[src/rtl/mem_access_unit_if.sv]
// Core-side request/response channel of the memory access unit.
// The core drives the request and the unit drives ready and the response.
interface mem_access_unit_if #(
  parameter int ADDR_W = 16,
  parameter int DATA_W = 32
);
  logic              req_valid;
  logic              req_ready;
  logic              req_we;
  logic [ADDR_W-1:0] req_addr;
  logic [DATA_W-1:0] req_wdata;
  logic              resp_valid;
  logic [DATA_W-1:0] resp_rdata;

  modport master (
    output req_valid, req_we, req_addr, req_wdata,
    input  req_ready, resp_valid, resp_rdata
  );

  modport slave (
    input  req_valid, req_we, req_addr, req_wdata,
    output req_ready, resp_valid, resp_rdata
  );
endinterface

[src/rtl/mem_access_unit.sv]
// Core-side initiator for the unified RAM. Sequences single-word loads and
// stores on the RAM data port, where a write commits on a change of
// ram_data_in while ram_rw is high. A store therefore parks ~wdata on the
// bus first and then flips to wdata. This is always a real change, even
// when the same value is stored twice. An independent 2-cycle fetch path
// drives the RAM fetch port.
//
// All outputs are registered from the current state, so the bus view of a
// state appears one cycle after the FSM enters it. Load responds 3 edges
// after accept and store responds 5 edges after accept.
module mem_access_unit #(
  parameter int ADDR_W = 16,
  parameter int DATA_W = 32,
  parameter int PC_W   = 8
) (
  input  logic              clk,
  input  logic              rst_n,
  mem_access_unit_if.slave  bus,
  output logic              ram_rw,
  output logic [ADDR_W-1:0] ram_address,
  output logic [DATA_W-1:0] ram_data_in,
  input  logic [DATA_W-1:0] ram_data_out,
  input  logic              fetch_en,
  input  logic [PC_W-1:0]   pc_in,
  output logic [PC_W-1:0]   ram_pc_addr,
  input  logic [DATA_W-1:0] ram_fetch_in,
  output logic [DATA_W-1:0] instr_out,
  output logic              instr_valid
);

  typedef enum logic [2:0] {IDLE, SETUP, READ, ARM, COMMIT, HOLD, RESP} state_t;

  state_t            state, state_nxt;
  logic              accept;
  logic              op_we;
  logic [ADDR_W-1:0] op_addr;
  logic [DATA_W-1:0] op_wdata;
  logic [1:0]        vld_pipe;

  assign accept      = bus.req_valid && bus.req_ready;
  assign instr_valid = vld_pipe[1];

  // State register; reset aborts any transaction in flight.
  always_ff @(posedge clk or negedge rst_n) begin
    if (!rst_n) state <= IDLE;
    else        state <= state_nxt;
  end

  // Next-state sequencing: load SETUP-READ-RESP, store SETUP-ARM-COMMIT-HOLD-RESP.
  always_comb begin
    state_nxt = state;
    case (state)
      IDLE:    if (accept) state_nxt = SETUP;
      SETUP:   state_nxt = op_we ? ARM : READ;
      READ:    state_nxt = RESP;
      ARM:     state_nxt = COMMIT;
      COMMIT:  state_nxt = HOLD;
      HOLD:    state_nxt = RESP;
      RESP:    state_nxt = IDLE;
      default: state_nxt = IDLE;
    endcase
  end

  // Latch the request at accept; later requests are ignored until idle again.
  always_ff @(posedge clk or negedge rst_n) begin
    if (!rst_n) begin
      op_we    <= 1'b0;
      op_addr  <= '0;
      op_wdata <= '0;
    end else if (accept) begin
      op_we    <= bus.req_we;
      op_addr  <= bus.req_addr;
      op_wdata <= bus.req_wdata;
    end
  end

  // Registered RAM data port and response outputs, driven from the current state.
  always_ff @(posedge clk or negedge rst_n) begin
    if (!rst_n) begin
      bus.req_ready  <= 1'b1;
      bus.resp_valid <= 1'b0;
      bus.resp_rdata <= '0;
      ram_rw         <= 1'b0;
      ram_address    <= '0;
      ram_data_in    <= '0;
    end else begin
      bus.req_ready  <= (state == IDLE) && !accept;
      bus.resp_valid <= 1'b0;
      case (state)
        SETUP: begin
          // Address and the inverted store data settle while rw is low.
          ram_rw      <= 1'b0;
          ram_address <= op_addr;
          if (op_we) ram_data_in <= ~op_wdata;
        end
        READ, ARM, HOLD: ram_rw <= 1'b1;
        COMMIT: begin
          // The single data change under rw=1 is the write event.
          ram_rw      <= 1'b1;
          ram_data_in <= op_wdata;
        end
        RESP: begin
          // rw is still high on the bus here for a load, so data_out is valid.
          ram_rw         <= 1'b0;
          bus.resp_valid <= 1'b1;
          if (!op_we) bus.resp_rdata <= ram_data_out;
        end
        default: ram_rw <= 1'b0;
      endcase
    end
  end

  // Fetch pipeline: address at the request edge, instruction one edge later.
  always_ff @(posedge clk or negedge rst_n) begin
    if (!rst_n) begin
      vld_pipe    <= '0;
      ram_pc_addr <= '0;
      instr_out   <= '0;
    end else begin
      vld_pipe <= {vld_pipe[0], fetch_en};
      if (fetch_en)    ram_pc_addr <= pc_in;
      if (vld_pipe[0]) instr_out   <= ram_fetch_in;
    end
  end

endmodule

[src/flat_wrapper.sv]
// flat-port wrapper written by rule: the top's interface ports become plain ports
module mem_access_unit_flat 
#(
  parameter int ADDR_W = 16,
  parameter int DATA_W = 32,
  parameter int PC_W   = 8
)
  (clk, rst_n, ram_rw, ram_address, ram_data_in, ram_data_out, fetch_en, pc_in, ram_pc_addr, ram_fetch_in, instr_out, instr_valid, bus_req_valid, bus_req_we, bus_req_addr, bus_req_wdata, bus_req_ready, bus_resp_valid, bus_resp_rdata);
  mem_access_unit_if #(.ADDR_W(ADDR_W), .DATA_W(DATA_W)) bus_i ();
  input  logic clk;
  input  logic rst_n;
  output logic ram_rw;
  output logic [ADDR_W-1:0] ram_address;
  output logic [DATA_W-1:0] ram_data_in;
  input  logic [DATA_W-1:0] ram_data_out;
  input  logic fetch_en;
  input  logic [PC_W-1:0] pc_in;
  output logic [PC_W-1:0] ram_pc_addr;
  input  logic [DATA_W-1:0] ram_fetch_in;
  output logic [DATA_W-1:0] instr_out;
  output logic instr_valid;
  input wire logic [$bits(bus_i.req_valid)-1:0] bus_req_valid;
  input wire logic [$bits(bus_i.req_we)-1:0] bus_req_we;
  input wire logic [$bits(bus_i.req_addr)-1:0] bus_req_addr;
  input wire logic [$bits(bus_i.req_wdata)-1:0] bus_req_wdata;
  output wire logic [$bits(bus_i.req_ready)-1:0] bus_req_ready;
  output wire logic [$bits(bus_i.resp_valid)-1:0] bus_resp_valid;
  output wire logic [$bits(bus_i.resp_rdata)-1:0] bus_resp_rdata;
  assign bus_i.req_valid = bus_req_valid;
  assign bus_i.req_we = bus_req_we;
  assign bus_i.req_addr = bus_req_addr;
  assign bus_i.req_wdata = bus_req_wdata;
  assign bus_req_ready = bus_i.req_ready;
  assign bus_resp_valid = bus_i.resp_valid;
  assign bus_resp_rdata = bus_i.resp_rdata;
  mem_access_unit #(.ADDR_W(ADDR_W), .DATA_W(DATA_W), .PC_W(PC_W)) u_core (.clk(clk), .rst_n(rst_n), .bus(bus_i), .ram_rw(ram_rw), .ram_address(ram_address), .ram_data_in(ram_data_in), .ram_data_out(ram_data_out), .fetch_en(fetch_en), .pc_in(pc_in), .ram_pc_addr(ram_pc_addr), .ram_fetch_in(ram_fetch_in), .instr_out(instr_out), .instr_valid(instr_valid));
endmodule
[config.mk]
export PLATFORM = sky130hd
export DESIGN_NAME = mem_access_unit_flat
export DESIGN_NICKNAME = d
export VERILOG_FILES = /design/src/rtl/mem_access_unit_if.sv /design/src/rtl/mem_access_unit.sv /design/src/flat_wrapper.sv
export SDC_FILE = /design/constraint.sdc
export NUM_CORES = 1
export LEC_CHECK = 0
export CAP_MARGIN = 25
export CORE_UTILIZATION = 46
export CTS_CLUSTER_SIZE = 40
export DETAILED_ROUTE_END_ITERATION = 16
export HOLD_SLACK_MARGIN = 0.08
export PLACE_DENSITY = 0.91
export SYNTH_ARGS = -nofsm -noshare
export SYNTH_HDL_FRONTEND = slang
export SYNTH_SLANG_ARGS = --single-unit
[constraint.sdc]
create_clock -name clk -period 2.1 [get_ports clk]
set_input_delay 0.42 -clock clk [delete_from_list [all_inputs] [get_ports clk]]
set_output_delay 0.42 -clock clk [all_outputs]
set_load 0.05 [all_outputs]
==> results_dict.tcl, run 1 <==
set metrics [dict create \
    status "complete, no violations" \
    antenna_found_initial 0 \
    clkPwrFrac_pct 17.1 \
    h-tree-depth 4 \
    wl_per_cell_um 18.7 \
    period_needed_ns 2.05 \
    seq_power_share_pct 32.1 \
    clkTransAtPathRegs_ns 0.07 \
    syn_area_per_cell_sq_um 14.7 \
    cts_max_path_buffers 2 \
    slowest_delay_ns 0.82 \
    core_area_sq_um 15400 \
    cts_buffers 17 \
    p_per_area_nw_per_um2 1690 \
    pre_cts_ws_ns 0.331 \
    crit_family "buffers and inverters" \
    drtAntennaViolNets 0 \
    peakVddDrop_uv 782 \
    grt_pass1_vias 5752 \
    gr-total-overflow 0 \
    insertion_delay_ns 0.42 \
    start_util_pct 47.9 \
    drt-initial-drc-count 279 \
    drive_gt1_share_pct 24.9 \
    grt_pass1_wl_mm 28.7 \
    vias 5182 \
    fin_nets 867 \
    synth-xor-area-share_pct 0.237 \
    yosys_most_used_dff "dfrtp_1" \
    synth_common_cells "dfrtp_1 (176), mux2_2 (134), a2bb2oi_1 (33)" \
    critPathArrivalTime_ns 1.63 \
    synth_cell_types 24 \
    cp_cell_sequence "clkdlybuf4s50_1" \
    drt-vias-per-instance 5.36 \
    worstSetupStartpointType "flop" \
    internal_power_uw 10400 \
    path_max_fanout 3 \
    synthMuxAreaShare_pct 20.9 \
    synthTopCellsByArea "dfrtp_1 (60%), mux2_2 (20%), o211a_1 (4.3%)" \
    gp_congestion 0.763 \
    slew_violations 0 \
    pwr-share-comb_pct 50.7 \
    async_flop_share_pct 100 \
    maxCapViolations 0 \
    yosys.area_share.simple_pct 4.37 \
    grt_use_total_pct 22.7 \
    p_leak_uw 0.00460 \
    synth_top_area_share_pct 59.6 \
    timing.final.ws_setup_ns 0.0457 \
    synth_area_sq_um 7390 \
    final_hold_viol_count 0 \
    grt_max_degree 68 \
    clockRootBuffer "clkbuf_16" \
    drtPass1Iterations 5 \
    rows 45 \
    tritoncts "built" \
    crit_slowest_cell "clkdlybuf4s50_1" \
    area_delta_synth_final_pct 44.8 \
    die-area_sq_um 16600 \
    drc 0 \
    n_antenna_cell 0 \
    cp.required_ns 1.68 \
    routed_wl_mm 18.0 \
    synth_edf_count 0 \
    fin_tns_setup_ns 0 \
    max_freq_mhz 487 \
    power_switching_uw 7670 \
    port_buffers 248 \
    switching_share_pct 42.4 \
    post-cts-setup-buffers 0 \
    max_slew_margin_pct 53.7 \
    yosysMostFrequentCell "dfrtp_1" \
    worstSetupPathType "reg2out" \
    synth_top_family_by_area "multiplexers" \
    clock_skew_ns 0.0117 \
    synth_area_leader_cell "dfrtp_1" \
    seq_area_frac_synth_pct 60.0 \
    holdWs_ns 0.495 \
    finalSetupViolCount 0 \
    hold_path_class "reg2reg" \
    syn_inst 501 \
    ys_ff_latch 177 \
    cts.sinks 177 \
    tightest_slew_ns 0.695 \
    dp_hpwl_mm 12.3 \
    synth_compound_area_share_pct 11.6 \
    die_w_um 129 \
    ys.warnings.count 0 \
    ioPinCount 249 \
    cp_num_buf_inv 1 \
    rsz0062_at_grt "no" \
    syn_nets 626 \
    synthAdderAreaFrac_pct 0 \
    setup.worst_path.end_class "primary output" \
    finalCritPeriodShare_pct 97.8 \
    final_util_pct 69.4 \
    die_y_um 129 \
]
## through the flow
| stage | cells | power (uW) | instance area [sq um] |
|---|---|---|---|
| 6_report | 966 | 18100 | 10700 |
| 5_1_grt | 966 | 18900 | 10700 |
| 4_1_cts | 966 | 18200 | 10700 |
| 3_5_place_dp | 933 | 15100 | 10100 |
| 3_3_place_gp | 933 | 14600 | 10100 |
| 2_1_floorplan | 501 | 12000 | 7390 |
## area by class of cell
class                           count  area (sq um)
Fill cell                        1108          4720
Sequential cell                   177          4430
Multi-Input combinational cell    282          2750
Timing Repair Buffer              263          2670
Clock buffer                       18           439
Tap cell                          211           264
Clock inverter                     14           146
Inverter                            1          3.75
## registers in the layout (all words and copies together), names as in the netlist, 2 cells and up
register,flops
u_core.ram_address,16
u_core.op_wdata,32
u_core.ram_pc_addr,8
u_core.op_addr,16
u_core.instr_out,32
u_core.vld_pipe,2
u_core.state,3
u_core.ram_data_in,32
u_core.bus.resp_rdata,32
## cells in the final DEF (no fill, tap or decap), types with 2 or more instances in the layout
cell and n:
nand3b_1 32, o21bai_1 32, nor2_1 2, clkdlybuf4s50_1 242
nand2b_1 2, clkinvlp_4 4, o211a_1 32, clkbuf_16 17
mux2_1 3, mux2_2 134, buf_12 5, a2bb2oi_1 33
inv_6 4, clkinv_4 2, buf_4 9, xor2_1 2
dlymetal6s2s_1 4, and2_1 3, dfrtp_1 175, inv_8 3
## timing repair
action,4_1_cts,5_1_grt
gates resized for setup,1,4
endpoints found under the setup margin,1,4
hold buffers,1,0
endpoints found under the hold margin,40,0
## path summary, 6_finish.rpt
| path | startpoint | to | slack [ns] | cells after the start |
|---|---|---|---|---|
| max | u_core.ram_data_in[27] | ram_data_in[27] | 0.05 | 1 |
| min | u_core.instr_out[25] | u_core.instr_out[25] | 0.50 | 1 |
| max reg2reg | u_core.state[1] | u_core.ram_address[0] | 0.51 | 3 |
| min reg2reg | u_core.instr_out[25] | u_core.instr_out[25] | 0.50 | 1 |
| max in group asynchronous | rst_n | u_core.op_addr[0] | 0.88 | 3 |
| min in group asynchronous | rst_n | u_core.op_wdata[29] | 0.51 | 2 |
## power by group through the flow
stage                     logic, uW  clock network, uW  registers [uW]
after global routing           9620               3330            5980
after floorplan                3340                  0            8690
final                          9170               3100            5810
after CTS                      9250               3170            5810
after global placement         8900                  0            5710
after detailed placement       9210                  0            5850
## logic make-up after synthesis
kind of cell / Yosys count
simple gates: 44
xor+xnor: 2
flops: 177
buf+inv: 42
mux: 137
compound gates: 99
## metal layers
layer | global-route usage (%) | up-vias | share of wire (%)
met5 | 0 | - | 0
met4 | 6.51 | 0 | 1.2
met3 | 8.02 | 21 | 7.6
met2 | 40.7 | 210 | 52
met1 | 25.3 | 2638 | 39
li1 | - | 2313 | -
Note: power is estimated with default switching activity, not from simulation.
==> run 2: changes to the inputs <==
--- a/config.mk
+++ b/config.mk
@@ -7,9 +7,10 @@
 export LEC_CHECK = 0
 export CAP_MARGIN = 25
 export CORE_UTILIZATION = 46
+export CTS_CLUSTER_DIAMETER = 30
 export CTS_CLUSTER_SIZE = 40
 export DETAILED_ROUTE_END_ITERATION = 16
-export HOLD_SLACK_MARGIN = 0.08
+export HOLD_SLACK_MARGIN = 0.02
 export PLACE_DENSITY = 0.91
 export SYNTH_ARGS = -nofsm -noshare
 export SYNTH_HDL_FRONTEND = slang
==> results of run 2 <==
No change in the layout: final DEF, timing and power equal those of run 1.
==> run 3: changes to the inputs <==
--- a/config.mk
+++ b/config.mk
@@ -6,11 +6,14 @@
 export NUM_CORES = 1
 export LEC_CHECK = 0
 export CAP_MARGIN = 25
+export CORE_ASPECT_RATIO = 1.75
 export CORE_UTILIZATION = 46
+export CTS_BUF_LIST = sky130_fd_sc_hd__clkbuf_4 sky130_fd_sc_hd__clkbuf_8 sky130_fd_sc_hd__clkbuf_16
 export CTS_CLUSTER_DIAMETER = 30
 export CTS_CLUSTER_SIZE = 40
 export DETAILED_ROUTE_END_ITERATION = 16
 export HOLD_SLACK_MARGIN = 0.02
+export MAX_ROUTING_LAYER = met4
 export PLACE_DENSITY = 0.91
 export SYNTH_ARGS = -nofsm -noshare
 export SYNTH_HDL_FRONTEND = slang
==> results_dict.tcl, run 3 (synthesis results as in run 1) <==
set metrics [dict create \
    status "complete, but fails checks" \
    failed_checks "design-rule violations" \
    max_slew_margin_pct 61.2 \
    grt_pass1_vias 5832 \
    h-tree-depth 4 \
    path_max_fanout 3 \
    setup.worst_path.end_class "primary output" \
    final_cell_mix "clkdlybuf4s50_1 (237), dfrtp_1 (175), mux2_2 (134)" \
    gp_congestion 0.877 \
    p_per_area_nw_per_um2 1700 \
    crit_family "buffers and inverters" \
    insertion_delay_ns 0.41 \
    drive_gt1_share_pct 25.7 \
    port_buffers 248 \
    post-cts-setup-buffers 0 \
    antenna_found_initial 0 \
    vias 5244 \
    die_y_um 170 \
    die_w_um 97.8 \
    slew_violations 0 \
    finalSetupViolCount 0 \
    max_freq_mhz 484 \
    ioPinCount 249 \
    cp.required_ns 1.68 \
    n_antenna_cell 0 \
    slowest_delay_ns 0.84 \
    drtPass1Iterations 10 \
    cp_num_buf_inv 1 \
    start_util_pct 46.8 \
    tightest_slew_ns 0.581 \
    finalCritPeriodShare_pct 98.5 \
    drc 17 \
    routed_wl_mm 19.1 \
    clkTransAtPathRegs_ns 0.07 \
    cts_buffers 17 \
    hold_path_class "in2async" \
    cp_cell_sequence "clkdlybuf4s50_1" \
    reg2reg_slack_ns 0.49 \
    drt-initial-drc-count 230 \
    gr-total-overflow 0 \
    tritoncts "built" \
    critPathArrivalTime_ns 1.65 \
    report.power.total_uw 18100 \
    area_delta_synth_final_pct 44.6 \
    cts.sinks 177 \
    peakVddDrop_uv 973 \
    drtAntennaViolNets 0 \
    wl_per_cell_um 20.1 \
    worstSetupPathType "reg2out" \
    crit_slowest_cell "clkdlybuf4s50_1" \
    fin_nets 871 \
    core_area_sq_um 15800 \
    worstSetupStartpointType "flop" \
    clockRootBuffer "clkbuf_16" \
    holdWs_ns 0.459 \
    period_needed_ns 2.07 \
    die-area_sq_um 16600 \
    dp_hpwl_mm 13.8 \
    n_fill_cell 1119 \
    grt_max_degree 64 \
    clock_skew_ns 0.0118 \
    drt-vias-per-instance 5.53 \
    layout_commonest_cell "clkdlybuf4s50_1" \
    final_hold_viol_count 0 \
    p_leak_uw 0.00464 \
    grt_pass1_wl_mm 30.0 \
    grt_use_total_pct 24.3 \
    rows 61 \
    final_util_pct 67.6 \
    maxCapViolations 0 \
    cts_max_path_buffers 2 \
]
## run 3: per-stage QoR
step,std cells,area [sq um],worst slack [ns],TNS (ns)
after floorplan,501,7390,0.527,0
after global placement,915,10100,0.352,0
after detailed placement,915,10100,0.324,0
after CTS,948,10700,0.00523,0
after global routing,948,10700,-0.00952,-0.0181
final,948,10700,0.0318,0
## run 3: where the power goes
group | total [uW] | leakage [uW] | internal, uW | switching, uW
clock | 3100 | 0.000273 | 1720 | 1380
combinational | 9190 | 0.00228 | 3880 | 5300
sequential | 5850 | 0.00208 | 4860 | 994
total | 18100 | 0.00464 | 10500 | 7680
## run 3: final cells by class
class                   instances  area [sq um]  share of cell area, %
clock buffers                  20           454                   4.25
well taps                     189           236                   2.21
multi-input cells             282          2750                   25.7
inverters                       1          3.75                 0.0351
clock inverters                12           124                   1.16
repair buffers                267          2690                   25.2
flip-flops and latches        177          4430                   41.5
## run 3: final timing paths
| kind | startpoint | end | cells after the start |
|---|---|---|---|
| max | u_core.ram_data_in[28] | ram_data_in[28] | 1 |
| min | rst_n | u_core.op_wdata[17] | 2 |
| max reg2reg | u_core.state[0] | u_core.bus.resp_rdata[15] | 4 |
| min reg2reg | u_core.bus.resp_rdata[6] | u_core.bus.resp_rdata[6] | 1 |
| max in group asynchronous | rst_n | u_core.bus.req_ready | 3 |
| min in group clk | u_core.bus.resp_rdata[6] | u_core.bus.resp_rdata[6] | 1 |
## run 3: layer usage
| layer | vias up | global-route usage, % | wire, um |
|---|---|---|---|
| met1 | 2675 | 25.1 | 6810 |
| met5 | - | - | 0 |
| met3 | 48 | 5.31 | 951 |
| li1 | 2320 | - | - |
| met4 | 0 | 12.2 | 749 |
| met2 | 201 | 43.4 | 10600 |
## run 3: what timing repair did
action                                 in CTS  in global routing
gates resized for setup                     0                  7
hold buffers                                1                  0
setup endpoints to repair                   0                  7
endpoints found under the hold margin      31                  0
==> RTL edit 1 (flow settings as in run 3) <==
The 7 states of `state_t` get a one-hot encoding in 7 bits.
--- a/src/rtl/mem_access_unit.sv
+++ b/src/rtl/mem_access_unit.sv
@@ -29,5 +29,5 @@
 );
 
-  typedef enum logic [2:0] {IDLE, SETUP, READ, ARM, COMMIT, HOLD, RESP} state_t;
+  typedef enum logic [6:0] {IDLE = 7'b0000001, SETUP = 7'b0000010, READ = 7'b0000100, ARM = 7'b0001000, COMMIT = 7'b0010000, HOLD = 7'b0100000, RESP = 7'b1000000} state_t;
 
   state_t            state, state_nxt;
Function: no difference found for any inputs over 10 cycles, from zero or initial values and one cycle with rst_n low; not proved beyond that.
==> RTL edit 1 against run 3 <==
  * Power is 25% lower
  * Clock skew is 0.0061 ns higher
  * Routed wire length is 12% lower
  * Combinational power is 44% lower
  * Register-to-register slack worse by 0.33 ns
  * Sequential share of layout area is 1.4 points higher
  * Count of clock-buffer cells in the layout is 2 lower
  * Largest cell class unchanged
  * Setup slack better by 0.021 ns
  * Sequential cell count is 4 higher
  * Global-route usage is 2.3 points lower
  * Cell area is 1.1% lower
  * Critical path type unchanged
  * Synthesized area is 1.4% lower
==> RTL edit 1: results (changes against run 3) <==
Crit path max-delay family - buffers and inverters
met2 usage - 38.8% (-4.7 points)
synth cell count leaders - dfrtp_1 (179), mux2_2 (138), xor2_1 (35)
syn_area_per_cell - 16.2 um2 (+9.8%)
dpl ws - 0.185 ns (-0.140 ns)
global-route wire length before repair - 27.3 mm (-9.2%)
Worst Skew - 0.0179 ns (+0.00611 ns)
met2 wire length - 9.21 mm (-13%)
drt pass-1 iters - 4 (-6)
count of cell types in the netlist - 35 (+46%)
# placed instances - 867 (-5.2%)
period utilisation layout - 97.5% (-0.99 points)
Seq/Total Area, Yosys - 62.2% (+2.2 points)
Post-DP HPWL - 12.1 mm (-12%)
status - complete, no violations
routability cong. - 0.834 (-4.9%)
VDD IR max - 946 uV (-2.8%)
met3 Track Usage GR - 4.87% (-0.44 points)
Leak - 0.00454 uW (-2.0%)
slowest stage delay, CP - 0.85 ns
Layout Nets - 826 (-5.2%)
Port Buffers - 248 (unchanged)
FFs w/ async S/R, synth - 100% (unchanged)
HP Class - flop to flop
met1 usage in global routing - 23.3% (-1.7 points)
CTS Buffer Depth - 2 (unchanged)
CP max-delay cell - clkdlybuf4s50_1
clock power share - 24.1% (+7.0 points)
Overflow after GRT - 0 (unchanged)
Routed met3 length - 768 um (-19%)
initial DRC count - 133 (-42%)
Area contributors post-synth - dfrtp_1 (61%), mux2_2 (21%), mux2_4 (6.2%), xor2_1 (4.2%), buf_12 (1.1%)
clock transition at the registers of the reported paths - 0.08 ns
layout cells sized above 1 - 30.7% (+5.0 points)
DR WL/cell - 18.6 um (-7.5%)
Gate power share - 37.8% (-13 points)
area occupied by multi-input gates - 2550 um2 (-7.3%)
vias in the first global route - 5224 (-10%)
H-tree levels - 4 (unchanged)
post-CTS setup buffer count - 0 (unchanged)
switching share of power - 36.4% (-6.0 points)
fill cell count - 1059 (-5.4%)
Vias/cell - 5.13 (-7.3%)
Num CTS Buffers - 17 (unchanged)
actual slew at the worst max-slew pin - 0.599 ns (+0.0184 ns)
wl on met1 - 6.12 mm (-10%)
Power, Total - 13600 uW (-25%)
syn_nets - 575 (-8.1%)
vias - 4609 (-12%)
GRT Total Usage - 22.0% (-2.3 points)
Post-DP Area - 9960 um2 (-1.2%)
CP arrival - 1.63 ns (-0.02 ns)
n_diodes - 0 (unchanged)
worst-path fanout max - 2 (-1)
Worst-Skew Late Latency - 0.42 ns
## RTL edit 1: changes by cell type in the layout (fill, tap and decap cells not counted), moves of 5 or more
cell / change
o211a_1: -32
a2bb2oi_1: -33
dlymetal6s2s_1: -7
buf_4: -11
nor2_1: +5
nand3b_1: -31
clkdlybuf4s50_1: +9
mux2_4: +30
o21bai_1: -31
xor2_1: +33
## RTL edit 1: layout make-up
| type | count | share of cell area (%) |
|---|---|---|
| Clock buffer | 18 | 4.09 |
| Clock inverter | 13 | 1.60 |
| Inverter | 3 | 0.106 |
| Multi-Input combinational cell | 238 | 24.1 |
| Sequential cell | 181 | 42.9 |
| Tap cell | 186 | 2.20 |
| Timing Repair Buffer | 260 | 25.1 |
## RTL edit 1: path summary, 6_finish.rpt
path | from | to | slack (ns) | depth (start not counted)
max in group asynchronous | rst_n | u_core.instr_out[9] | 0.86 | 3
worst max register to register | u_core.state[3] | u_core.bus.resp_rdata[31] | 0.16 | 5
worst min register to register | u_core.ram_data_in[6] | u_core.ram_data_in[6] | 0.49 | 1
worst min-delay path | u_core.ram_data_in[6] | u_core.ram_data_in[6] | 0.49 | 1
worst max-delay path | u_core.bus.resp_rdata[29] | bus_resp_rdata[29] | 0.05 | 1
min in group asynchronous | rst_n | u_core.ram_address[5] | 0.56 | 2
## RTL edit 1: cells by family (layout without fill, tap and decap cells)
| family | after synthesis | after routing | synth area share, % |
|---|---|---|---|
| buffers and inverters | 31 | 294 | 2.94 |
| and+or+nand+nor | 25 | 25 | 2.20 |
| muxes | 170 | 170 | 27.8 |
| xor gates and xnor gates | 36 | 36 | 4.33 |
| DFF | 181 | 181 | 62.2 |
| AOI/OAI and AO/OA | 7 | 7 | 0.584 |
==> RTL edit 2 (config.mk and constraints of run 3) <==
Made on the original files. `ADDR_W` is set to 16 in 3 places; all go to 18.
--- a/src/rtl/mem_access_unit_if.sv
+++ b/src/rtl/mem_access_unit_if.sv
@@ -2,5 +2,5 @@
 // The core drives the request and the unit drives ready and the response.
 interface mem_access_unit_if #(
-  parameter int ADDR_W = 16,
+  parameter int ADDR_W = 18,
   parameter int DATA_W = 32
 );
--- a/src/rtl/mem_access_unit.sv
+++ b/src/rtl/mem_access_unit.sv
@@ -10,5 +10,5 @@
 // after accept and store responds 5 edges after accept.
 module mem_access_unit #(
-  parameter int ADDR_W = 16,
+  parameter int ADDR_W = 18,
   parameter int DATA_W = 32,
   parameter int PC_W   = 8
--- a/src/flat_wrapper.sv
+++ b/src/flat_wrapper.sv
@@ -2,5 +2,5 @@
 module mem_access_unit_flat 
 #(
-  parameter int ADDR_W = 16,
+  parameter int ADDR_W = 18,
   parameter int DATA_W = 32,
   parameter int PC_W   = 8
Ports: changed (resized bus_req_addr and ram_address); port bits go from 249 to 253. The function was not compared with the original's and may differ.
==> RTL edit 2 against run 3 <==
  * Power up 3.0%
  * Synthesized area up 2.8%
  * Highest routed layer unchanged
  * Cell area up 3.0%
  * Count of clock-buffer cells in the layout down 2
  * Setup slack better by 0.0045 ns
  * Sequential cell count up 4
  * Routed wire length up 3.8%
  * Register-to-register slack worse by 0.13 ns
==> RTL edit 2: results (changes against run 3) <==
status - complete, no violations
Yosys warning count - 0 (unchanged)
initial DRC count - 176 (-23%)
Layout Nets - 882 (+1.3%)
HP Class - flop to flop
slowest stage delay, CP - 0.82 ns (-0.02 ns)
Worst R2R End - u_core.ram_data_in[12]
hold path startpoint - u_core.op_addr[15]
Overflow after GRT - 0 (unchanged)
count of cell types in the netlist - 26 (+8.3%)
Seq/Total Area, Yosys - 59.6% (-0.34 points)
drt pass-1 iters - 4 (-6)
GRT Total Usage - 24.3% (-0.042 points)
antenna violations before repair - 1 (+1)
r2r worst-path depth - 3 (-1)
CP arrival - 1.64 ns
Vias/cell - 5.57 (+0.70%)
met1 usage in global routing - 25.0% (-0.12 points)
wirelength, routed - 19.8 mm (+3.8%)
met2 usage - 44.2% (+0.76 points)
post-CTS setup buffer count - 0 (unchanged)
Combinational Power - 9490 uW (+3.3%)
VDD IR max - 1160 uV (+19%)
switching share of power - 43.2% (+0.88 points)
Worst Setup SP - u_core.ram_data_in[27]
end of the worst hold path - u_core.ram_address[15]
Post-DP HPWL - 14.1 mm (+2.0%)
Worst Skew - 0.0168 ns (+0.00500 ns)
global-route wire length before repair - 30.7 mm (+2.2%)
CP max-delay cell - clkdlybuf4s50_1
Root Buffer - clkbuf_16
WHS Path Cells - 1
Port Buffers - 252 (+1.6%)
dpl ws - 0.328 ns (+0.00367 ns)
Leak - 0.00479 uW (+3.3%)
P_clk - 3190 uW (+3%)
Area contributors post-synth - dfrtp_1 (59%), mux2_2 (19%), o211a_1 (4.2%), nand3b_1 (3.2%), o21bai_1 (3.2%)
vias in the first global route - 5910 (+1.3%)
FF-to-FF Start - u_core.state[0]
post_cts resized - 5 (+5)
pin count of the biggest net entering global routing - 52 (-19%)
synth cell count leaders - dfrtp_1 (180), mux2_2 (131), nand3b_1 (32), o211a_1 (32), o21bai_1 (32)
Max transition margin - 42.4% (-19 points)
routability cong. - 0.785 (-11%)
worst-path fanout max - 3 (unchanged)
met3 Track Usage GR - 5.82% (+0.51 points)
syn_nets - 636 (+1.6%)
layout cells sized above 1 - 25.8% (+0.090 points)
reg2reg setup slack - 0.36 ns (-0.13 ns)
## RTL edit 2: changes by cell type after synthesis, sizes merged
cell | run 3 | this run
dfrtp | 176 | 180
mux2 | 137 | 141
clkbuf | 15 | 16
buf | 26 | 25
## RTL edit 2: cells by family after synthesis
group	Yosys count	share of synthesized area (%)
DFF	181	59.6
muxes	141	20.9
AOI/OAI and AO/OA	99	12.1
and+or+nand+nor	44	4.25
buffers and inverters	42	2.88
xor gates and xnor gates	2	0.231
## RTL edit 2: per-layer routing
| metal | part of all wire, % | routed length (um) |
|---|---|---|
| met1 | 34 | 6800 |
| met5 | 0 | 0 |
| met3 | 5.7 | 1130 |
| met2 | 58 | 11400 |
| met4 | 2.2 | 437 |
## RTL edit 2: how the worst max path moves through the flow
stage / to / slack [ns]
global placement: u_core.op_addr[14] / 0.34
floorplan: u_core.bus.resp_rdata[10] / 0.65
CTS: ram_data_in[4] / 0.003
detailed placement: u_core.op_addr[13] / 0.33
global route: ram_address[2] / 0.0008
finish: ram_data_in[27] / 0.04
## RTL edit 2: per-stage QoR
step | area, um2 | power (uW) | hold slack, ns | instances | util (%)
detailed placement | 10400 | 15600 | 0.412 | 924 | 64.6
CTS | 11000 | 18800 | 0.500 | 957 | 68.4
global route | 11000 | 19500 | 0.517 | 958 | 68.6
global placement | 10400 | 15100 | 0.403 | 924 | 64.6
floorplan | 7600 | 12400 | 0.124 | 509 | -
finish | 11000 | 18700 | 0.496 | 959 | 68.6
## RTL edit 2: final cells by class
class	count	area, um2
Inverter	1	3.75
Sequential cell	181	4530
Clock inverter	14	173
Multi-Input combinational cell	286	2860
Timing Repair Buffer	268	2760
Tap cell	189	236
Clock buffer	18	439
Fill cell	1092	5030
Antenna cell	2	5.00
